`config.mk`:
```
export PLATFORM = sky130hd
export DESIGN_NAME = sel_scanner
export DESIGN_NICKNAME = d
export VERILOG_FILES = /design/src/rtl/sel_scanner_pkg.sv /design/src/rtl/btn_debounce.sv /design/src/rtl/sel_scanner.sv
export SDC_FILE = /design/constraint.sdc
export NUM_CORES = 1
export LEC_CHECK = 0
export CORE_UTILIZATION = 61
export CTS_CLUSTER_SIZE = 24
export DETAILED_ROUTE_END_ITERATION = 10
export PLACE_DENSITY = 0.87
export SYNTH_ARGS = -nofsm -noshare
export SYNTH_HDL_FRONTEND = slang
export SYNTH_SLANG_ARGS = --single-unit
```
`constraint.sdc`:
```
create_clock -name clk -period 2.9 [get_ports clk]
set_input_delay 0.58 -clock clk [delete_from_list [all_inputs] [get_ports clk]]
set_output_delay 0.58 -clock clk [all_outputs]
set_load 0.01 [all_outputs]
```
`src/rtl/sel_scanner_pkg.sv`:
```
// Shared definitions for the decoder select scanner: select width, FSM states
// and the modulo-8 advance helper.
package sel_scanner_pkg;

    localparam int SEL_W = 3;

    typedef enum logic {
        HOLD = 1'b0,
        AUTO = 1'b1
    } scan_state_t;

    localparam logic [SEL_W-1:0] SEL_ONE = SEL_W'(1);

    // Natural wrap of the SEL_W-bit sum gives the 7->0 / 0->7 rollover.
    function automatic logic [SEL_W-1:0] sel_advance(input logic [SEL_W-1:0] cur,
                                                     input logic             down);
        return down ? (cur - SEL_ONE) : (cur + SEL_ONE);
    endfunction

endpackage

```
`src/rtl/btn_debounce.sv`:
```
// Push-button conditioner: two-flop synchronizer, stable-level debouncer and
// a one-cycle press pulse on each accepted 0->1 level change.
module btn_debounce #(
    parameter int DEB_CYCLES = 1000000
) (
    input  logic clk,
    input  logic rst,
    input  logic btn,
    output logic press
);

    localparam int CNT_W = (DEB_CYCLES > 2) ? $clog2(DEB_CYCLES) : 1;
    localparam logic [CNT_W-1:0] CNT_LAST = CNT_W'(DEB_CYCLES - 1);
    localparam logic [CNT_W-1:0] CNT_ONE  = CNT_W'(1);

    logic [1:0]       sync_ff;
    logic [CNT_W-1:0] cnt;
    logic             level;

    // The count only survives while the synchronized input keeps disagreeing
    // with the accepted level; a single agreeing cycle starts it over.
    always_ff @(posedge clk or posedge rst) begin
        if (rst) begin
            sync_ff <= '0;
            cnt     <= '0;
            level   <= 1'b0;
            press   <= 1'b0;
        end else begin
            sync_ff <= {sync_ff[0], btn};
            press   <= 1'b0;
            if (sync_ff[1] != level) begin
                if (cnt == CNT_LAST) begin
                    level <= sync_ff[1];
                    cnt   <= '0;
                    press <= sync_ff[1];
                end else begin
                    cnt <= cnt + CNT_ONE;
                end
            end else begin
                cnt <= '0;
            end
        end
    end

endmodule

```
`src/rtl/sel_scanner.sv`:
```
// 3-bit select scanner for a 3-to-8 decoder: manual stepping in HOLD,
// prescaled auto-scan in AUTO, debounced step/clear buttons.
module sel_scanner
    import sel_scanner_pkg::*;
#(
    parameter int SCAN_DIV   = 100000,
    parameter int DEB_CYCLES = 1000000
) (
    input  logic             clk,
    input  logic             rst,
    input  logic             auto_en,
    input  logic             dir,
    input  logic             btn_step,
    input  logic             btn_clr,
    output logic [SEL_W-1:0] sel,
    output logic             sel_tick
);

    localparam int PRE_W = (SCAN_DIV > 2) ? $clog2(SCAN_DIV) : 1;
    localparam logic [PRE_W-1:0] PRE_LAST = PRE_W'(SCAN_DIV - 1);
    localparam logic [PRE_W-1:0] PRE_ONE  = PRE_W'(1);

    logic [1:0]       auto_sync;
    logic [1:0]       dir_sync;
    logic             step_press;
    logic             clr_press;
    scan_state_t      state;
    scan_state_t      state_next;
    logic [PRE_W-1:0] presc;
    logic [PRE_W-1:0] presc_next;
    logic [SEL_W-1:0] sel_next;
    logic             tick_next;
    logic             advance;

    btn_debounce #(.DEB_CYCLES(DEB_CYCLES)) u_step_deb (
        .clk   (clk),
        .rst   (rst),
        .btn   (btn_step),
        .press (step_press)
    );

    btn_debounce #(.DEB_CYCLES(DEB_CYCLES)) u_clr_deb (
        .clk   (clk),
        .rst   (rst),
        .btn   (btn_clr),
        .press (clr_press)
    );

    always_ff @(posedge clk or posedge rst) begin
        if (rst) begin
            state <= HOLD;
        end else begin
            state <= state_next;
        end
    end

    // Clear wins over any advance in the same cycle; the prescaler is kept at
    // zero whenever the scanner is not (or is about to stop) auto-scanning.
    always_comb begin
        state_next = auto_sync[1] ? AUTO : HOLD;
        advance    = 1'b0;
        presc_next = '0;
        sel_next   = sel;
        tick_next  = 1'b0;

        case (state)
            HOLD: begin
                advance = step_press;
            end
            AUTO: begin
                advance = (presc == PRE_LAST);
                if (!advance && (state_next == AUTO)) begin
                    presc_next = presc + PRE_ONE;
                end
            end
            default: begin
                advance = 1'b0;
            end
        endcase

        if (clr_press) begin
            sel_next   = '0;
            presc_next = '0;
            tick_next  = 1'b1;
        end else if (advance) begin
            sel_next  = sel_advance(sel, dir_sync[1]);
            tick_next = 1'b1;
        end
    end

    always_ff @(posedge clk or posedge rst) begin
        if (rst) begin
            auto_sync <= '0;
            dir_sync  <= '0;
            presc     <= '0;
            sel       <= '0;
            sel_tick  <= 1'b0;
        end else begin
            auto_sync <= {auto_sync[0], auto_en};
            dir_sync  <= {dir_sync[0], dir};
            presc     <= presc_next;
            sel       <= sel_next;
            sel_tick  <= tick_next;
        end
    end

endmodule
```
; Word-level counts from Yosys, hierarchy flattened
; Cells that the tools add are included.
[classes]
n_addsub = 5
multipliers = 0
div = 0
order_cmp = 0
eq_ne = 5
shifts = 0
n_mux = 18
n_bitwise = 1
reduce_logical = 5
[op_table]
columns = cell, n
row1 = 20-bit two-way mux, 4
row2 = 17-bit two-way mux, 3
row3 = "20-bit by 1-bit adder with 20-bit output, second input constant", 2
row4 = "20-bit equality test, second input constant", 2
row5 = "17-bit by 1-bit adder with 17-bit output, second input constant", 1
row6 = "17-bit equality test, second input constant", 1
row7 = 3-bit two-way mux, 3
row8 = 1-bit two-way mux, 7
row9 = 2-bit AND reduction, 2
row10 = "3-bit by 1-bit adder with 3-bit output, second input constant", 1
row11 = "3-bit by 1-bit subtractor with 3-bit output, second input constant", 1
row12 = 1-bit != test, 2
row13 = 1-bit one-hot mux with 2 select lines, 1
row14 = 2-bit nonzero test, 1
row15 = 1-bit logical AND, 1
row16 = 1-bit zero test, 1
row17 = 1-bit NOT, 1
[word_totals]
ff_bits = 74
latch_bits = 0
ramBits = 0
mem_bits_ro = 0
inputBits = 6
out_inout_bits = 4
memories = 0

; Longest topological paths before layout
; Gate-level depths: netlist of run 1.
[logic_depth]
depth_word = 6
ltp_mapped = 6
depth_no_buf = 5

; Hierarchy
; Synthesis of run 1 repeated with hierarchy kept, for this count alone.
[unflattened]
hier_cells = 338
hier_area_um2 = 3671.0
[by_module_without_submodules]
columns = mod, n_inst, cells_per_inst, area_per_inst_um2, seq_area_each_um2
row1 = btn_debounce, 2, 108, 1188.6, 600.6
row2 = sel_scanner, 1, 122, 1293.7, 650.6

; Worst setup path before layout of run 1
; No wires, ideal clock.
[synth_timing]
path_kind = reg-to-reg
from = reg presc[0]
to = reg presc[10]
arrival_ns = 1.666
slack_ns = 1.115
path_stages_with_launch = 7
path_buffers = 1
path_cell_list = dfrtp_1 > ha_1 > and4_1 > nand2_1 > o211ai_1 > buf_4 > nor2_1
[synth_via]
elab_chain_cells = 6
[synth_rtl]
columns = item, line
row1 = start: declaration, sel_scanner.sv:29  ; logic [PRE_W-1:0] presc;
row2 = start signal: assignment, sel_scanner.sv:101  ; presc <= presc_next;
row3 = branches (longest 3 deep; another with 17-bit by 1-bit adder with 17-bit output), n/a
row4 = 17-bit two-way mux *, sel_scanner.sv:72  ; if (!advance && (state_next == AUTO)) begin
row5 = 17-bit two-way mux *, sel_scanner.sv:66  ; case (state)
row6 = 17-bit two-way mux *, sel_scanner.sv:81  ; if (clr_press) begin
row7 = named net presc_next[10], sel_scanner.sv:30  ; logic [PRE_W-1:0] presc_next;
; Mark *: on every way through the listed nets, which the timed path passes.
; A chain may end at the register's enable or synchronous reset.

; Worst setup path after layout of run 1
[layout_timing]
from = reg sel[0]
to = out sel[0]
[layout_rtl]
columns = item, line
row1 = start: declaration, sel_scanner.sv:15  ; output logic [SEL_W-1:0] sel,
row2 = start signal: assignment, sel_scanner.sv:102  ; sel <= sel_next;
; No word-level cell between the ends.

==> results of run 1 <==
-- cell usage after synthesis (4+ instances only) --
cell,count,area share
nor4b_1,4,0.0098
o21ai_0,8,0.011
xnor2_1,10,0.025
and2_1,4,0.0070
dfrtp_1,74,0.52
or4_1,7,0.015
and4_1,6,0.015
nand4_1,16,0.028
xor2_1,28,0.069
nor4_1,6,0.011
nand3_1,22,0.031
and3_1,5,0.0088
or3_1,10,0.018
nor3_1,8,0.011
a21oi_1,14,0.020
nor2_1,42,0.044
buf_2,6,0.0084
o31ai_1,9,0.019
nand2_1,20,0.021
inv_1,9,0.0095
-- state kept, by name, summed over array words and instances, names as in the netlist --
register	flops
dir_sync	2
u_step_deb.press	1
u_step_deb.cnt	20
sel	3
u_clr_deb.sync_ff	2
sel_tick	1
u_clr_deb.cnt	20
u_clr_deb.press	1
u_step_deb.level	1
u_step_deb.sync_ff	2
state	1
presc	17
auto_sync	2
u_clr_deb.level	1
-- path summary, 6_finish.rpt --
path | startpoint | to | slack (ns) | cells after the start
setup / recovery | sel[0]$_DFFE_PP0P_ | sel[0] | 0.92 | 1
hold / removal | u_step_deb.sync_ff[0]$_DFF_PP0_ | u_step_deb.sync_ff[1]$_DFF_PP0_ | 0.35 | 0
setup reg to reg | sel[0]$_DFFE_PP0P_ | sel[2]$_DFFE_PP0P_ | 0.95 | 5
hold reg to reg | u_step_deb.sync_ff[0]$_DFF_PP0_ | u_step_deb.sync_ff[1]$_DFF_PP0_ | 0.35 | 0
max in group asynchronous | rst | u_clr_deb.cnt[13]$_DFF_PP0_ | 1.73 | 3
min in group asynchronous | rst | auto_sync[0]$_DFF_PP0_ | 0.54 | 2
-- layout make-up --
class | count | area share
Timing Repair Buffer | 13 | 0.03400
Clock buffer | 11 | 0.03624
Multi-Input combinational cell | 252 | 0.4157
Sequential cell | 74 | 0.4747
Clock inverter | 5 | 0.007697
Tap cell | 72 | 0.02309
Inverter | 9 | 0.008659
-- logic make-up (layout without fill, tap and decap cells) --
family                     after synthesis  count (layout)  synth area share
muxes                                    2               2          0.006324
buffers and inverters                   21              38           0.02741
and+or+nand+nor                        167             167            0.2639
DFF                                     74              74            0.5200
adders and majority gates                4               4           0.01616
AOI/OAI and AO/OA                       41              41           0.07273
xor gates and xnor gates                38              38           0.09346
-- power groups by stage --
stage	Combinational [µW]	Clock, µW	Sequential, µW
6_report	71.4	703	1060
5_1_grt	81.5	768	1060
4_1_cts	73.1	717	1060
3_5_place_dp	72.4	0	1080
3_3_place_gp	70.8	0	1080
2_1_floorplan	49.1	0	1070
-- per-stage QoR --
stage / cell area, µm² / total power, µW / cells / setup WS (ns)
floorplan: 3561 / 1124 / 347 / 0.4384
global placement: 3730 / 1147 / 420 / 1.102
CTS: 3901 / 1848 / 436 / 0.9038
finish: 3901 / 1833 / 436 / 0.9213
detailed placement: 3730 / 1150 / 420 / 1.025
global route: 3901 / 1909 / 436 / 0.8658
-- per-layer routing --
metal | part of all wire | vias up | global-route usage
li1 | - | 1272 | -
met2 | 0.49 | 69 | 0.3956
met3 | 0.044 | 13 | 0.06977
met4 | 0.016 | 0 | 0.1019
met5 | 0 | - | 0
met1 | 0.45 | 1269 | 0.3031
==> impl_metrics.json, run 1 <==
{
  "ys_seq_area_frac": 0.5200,
  "cts_resized": 0,
  "finalCriticalPeriod_ns": 1.979,
  "dr.first_iter.drc_count": 169,
  "numPortBuffers": 9,
  "multiInputGateArea_mm2": 0.001622,
  "hpwlAfterDp_mm": 4.380,
  "die_area_mm2": 0.006147,
  "p_per_area_mw_per_mm2": 469.8,
  "drc": 0,
  "grt_use_total": 0.2427,
  "ctsHoldBuffers": 0,
  "clock-sinks": 74,
  "antenna_found_initial": 0,
  "ys_ff_latch": 74,
  "utilization": 0.6999,
  "slew_headroom": 0.7332,
  "clk_pin_slew_worst_paths_ns": 0.08,
  "post_synth.cell_area_avg_um2": 10.26,
  "crit_slowest_cell": "clkdlybuf4s50_1",
  "clock_latency_ns": 0.35,
  "initial_utilization": 0.6388,
  "rsz0062_at_grt": "no",
  "hold_class": "flop to flop",
  "p_int_uw": 1399,
  "tightest_slew_ns": 0.3996,
  "grt_pass1_wl_mm": 11.51,
  "die_w_um": 78.41,
  "via_count": 2623,
  "die_y_um": 78.41,
  "syn_area_mm2": 0.003561,
  "drv_cap": 0,
  "synth-edff-count": 0,
  "numCtsBuffers": 9,
  "clock_tree.root_cell": "clkbuf_8",
  "coreArea_mm2": 0.005574,
  "p_leak_uw": 0.001610,
  "async_flop_share": 1.000,
  "cts_htree_levels": 3,
  "post_cts.repair.setup_buffers": 0,
  "worst_setup_path_end_kind": "primary output",
  "crit_fanout": 6,
  "clockPowerShare": 0.384,
  "finClkSkew_ns": 0.008479,
  "crit_arrival_ns": 1.40,
  "nets": 369,
  "layout.cells.most_common_list": "dfrtp_1 (74), nor2_1 (42), xor2_1 (28)",
  "fillers": 413,
  "cts_tree": "yes",
  "swShare": 0.2369,
  "ant_nets": 0,
  "crit_buf_inv": 1,
  "peakVddDrop_v": 0.0003957,
  "grt_pass1_vias": 2633,
  "p_comb_frac": 0.039,
  "layout-drive-gt1-share": 0.09341,
  "setup_tns_ns": 0,
  "slew_violations": 0,
  "status": "finished clean",
  "p_switching_uw": 434.1,
  "regArea_mm2": 0.001852,
  "fmax_mhz": 505.4,
  "wire_per_inst_um": 15.05,
  "grt_max_degree": 58,
  "antennaDiodeCount": 0,
  "synth.lib_cells_used.distinct": 43,
  "final_hold_viol_count": 0,
  "cp_data_required_time_ns": 2.32,
  "globalRouteOverflowTotal": 0,
  "setup_viol": 0,
  "wl_mm": 6.562,
  "synthFlopType": "dfrtp_1",
  "clk_path_buf_depth": 2,
  "synth_warnings": 0,
  "seqPwrFrac": 0.577,
  "min_period_over_period": 0.6823,
  "synth_cells": 347,
  "layout_commonest_cell": "dfrtp_1",
  "num_rows": 27,
  "gp_congestion": 0.8936,
  "crit_chain": "clkdlybuf4s50_1",
  "syn2layout_area_growth_pct": 9.557,
  "ios": 10,
  "path_delay_family": "buffers and inverters",
  "worst_hold_slack_ns": 0.3495,
  "start_kind": "flop",
  "first_pass_iters": 4,
  "path_class": "flop to primary output",
  "max_stage_delay_ns": 0.58,
  "viasPerCell": 6.016,
  "synth_nets": 357
}
Note: power is estimated with default switching activity, not from simulation.
==> run 2: changes to the inputs <==
==> constraint.sdc (replaced) <==
create_clock -name clk -period 1.98 [get_ports clk]
set_input_delay 0.396 -clock clk [delete_from_list [all_inputs] [get_ports clk]]
set_output_delay 0.396 -clock clk [all_outputs]
set_load 0.01 [all_outputs]
==> run 2 against run 1 <==
  * Flip-flop and latch count unchanged
  * Critical path type is now flop to flop
  * Clock skew down 0.0012 ns
  * Non-clock buffer count up 4
==> impl_metrics.json, run 2 (synthesis gave the netlist of run 1 again) <==
{
  "status": "finished clean",
  "num_rows": 27,
  "p_leak_uw": 0.001641,
  "die_y_um": 78.41,
  "dr.first_iter.drc_count": 194,
  "clk_path_buf_depth": 2,
  "nets": 373,
  "cts_htree_levels": 3,
  "swShare": 0.2230,
  "syn2layout_area_growth_pct": 11.38,
  "path_class": "flop to flop",
  "wire_per_inst_um": 15.06,
  "first_pass_iters": 4,
  "antenna_found_initial": 0,
  "post-place-ws_ns": 0.07764,
  "die_w_um": 78.41,
  "cts_resized": 0,
  "min_period_over_period": 0.9600,
  "grt_max_degree": 47,
  "rsz0062_at_grt": "no",
  "clk_pin_slew_worst_paths_ns": 0.07,
  "ant_nets": 0,
  "grt_pass1_vias": 2592,
  "numCtsBuffers": 9,
  "grt_use_total": 0.2445,
  "clock-sinks": 74,
  "slew_violations": 0,
  "finalCriticalPeriod_ns": 1.901,
  "cts_tree": "yes",
  "crit_arrival_ns": 2.13,
  "p_int_uw": 2144,
  "numPortBuffers": 9,
  "ctsHoldBuffers": 0,
  "globalRouteOverflowTotal": 0,
  "seqPwrFrac": 0.562,
  "grt_pass1_wl_mm": 11.57,
  "layout.cells.most_common_list": "dfrtp_1 (73), nor2_1 (42), xor2_1 (28)",
  "clockPowerShare": 0.399,
  "fin_ws_ns": 0.07928,
  "initial_utilization": 0.6388,
  "slew_headroom": 0.7591,
  "setup_tns_ns": 0,
  "antennaDiodeCount": 0,
  "peakVddDrop_v": 0.0005998,
  "drv_cap": 0,
  "final_hold_viol_count": 0,
  "post_cts.repair.setup_buffers": 0,
  "coreArea_mm2": 0.005574,
  "die_area_mm2": 0.006147,
  "crit_fanout": 20,
  "hpwlAfterDp_mm": 4.466,
  "layout-drive-gt1-share": 0.1060,
  "fmax_mhz": 526.1,
  "cp_data_required_time_ns": 2.21,
  "reg_top3": "u_clr_deb.cnt (20), u_step_deb.cnt (20), presc (17)",
  "clock_tree.root_cell": "clkbuf_8",
  "worst_setup_path_end_kind": "flop",
  "p_per_area_mw_per_mm2": 695.8,
  "rrSetupSlack_ns": 0.08,
  "layout_commonest_cell": "dfrtp_1",
  "via_count": 2629,
  "ios": 10,
  "hold_class": "flop to flop",
  "setup_viol": 0,
  "p_comb_frac": 0.040,
  "p_switching_uw": 615.4,
  "wl_mm": 6.627,
  "start_kind": "flop",
  "tightest_slew_ns": 0.3563,
  "viasPerCell": 5.975,
  "clock_latency_ns": 0.35,
  "finClkSkew_ns": 0.007317,
  "gp_congestion": 0.8497,
  "drc": 0
}
-- run 2: cell count changes in the layout (fill, tap and decap cells not counted) --
| cell | before | now |
|---|---|---|
| dfrtp_2 | 0 | 1 |
| bufinv_16 | 0 | 1 |
| buf_4 | 3 | 5 |
| clkbuf_8 | 10 | 9 |
| clkinv_2 | 3 | 4 |
| inv_2 | 1 | 0 |
| buf_6 | 0 | 1 |
| buf_12 | 1 | 2 |
| dfrtp_1 | 74 | 73 |
-- run 2: area by class of cell --
| type | instances | area [µm²] |
|---|---|---|
| flip-flops and latches | 74 | 1853 |
| multi-input cells | 252 | 1622 |
| fillers | 405 | 1608 |
| repair buffers | 17 | 178.9 |
| clock buffers | 10 | 127.6 |
| well taps | 72 | 90.09 |
| clock inverters | 6 | 57.56 |
| inverters | 9 | 37.54 |
-- run 2: routing by layer --
layer	share of wire	track usage	vias to the layer above	wire, µm
met5	0	0	-	0
met4	0.0089	0.06296	0	59
met3	0.033	0.07674	7	222
met2	0.51	0.4132	42	3354
met1	0.45	0.3046	1295	2991
li1	-	-	1285	-
-- run 2: metrics by stage --
| stage | hold WS, ns | instances | area (µm²) | utilization | total power, µW |
|---|---|---|---|---|---|
| after floorplan | 0.3312 | 347 | 3565 | - | 1647 |
| after global placement | 0.3326 | 424 | 3776 | 0.6774 | 1685 |
| after detailed placement | 0.3363 | 424 | 3776 | 0.6774 | 1690 |
| after CTS | 0.3527 | 440 | 3961 | 0.7107 | 2789 |
| after global routing | 0.3589 | 440 | 3966 | 0.7116 | 2862 |
| final | 0.3491 | 440 | 3966 | 0.7116 | 2760 |
-- run 2: path summary, 6_finish.rpt --
path                                                    from  depth (start not counted)                           to
worst max-delay path            u_step_deb.cnt[16]$_DFF_PP0_                          5  u_step_deb.cnt[2]$_DFF_PP0_
worst min-delay path                   dir_sync[0]$_DFF_PP0_                          0        dir_sync[1]$_DFF_PP0_
worst max register to register  u_step_deb.cnt[16]$_DFF_PP0_                          5  u_step_deb.cnt[2]$_DFF_PP0_
worst min register to register         dir_sync[0]$_DFF_PP0_                          0        dir_sync[1]$_DFF_PP0_
max in group asynchronous                                rst                          3           sel[0]$_DFFE_PP0P_
min in group asynchronous                                rst                          3  u_clr_deb.cnt[14]$_DFF_PP0_
-- run 2: worst max-delay path, cell delays in order, from the launching register on --
cell	delay, ns
dfrtp_1	0.43
nand3_1	0.14
or4b_1	0.59
o31ai_2	0.31
buf_6	0.23
nor2_1	0.07
-- run 2: power by group through the flow --
stage | combinational [µW] | sequential, µW | clock (µW)
6_report | 110 | 1550 | 1100
5_1_grt | 125 | 1550 | 1190
4_1_cts | 112 | 1550 | 1130
3_5_place_dp | 112 | 1580 | 0
3_3_place_gp | 108 | 1580 | 0
2_1_floorplan | 72.4 | 1570 | 0
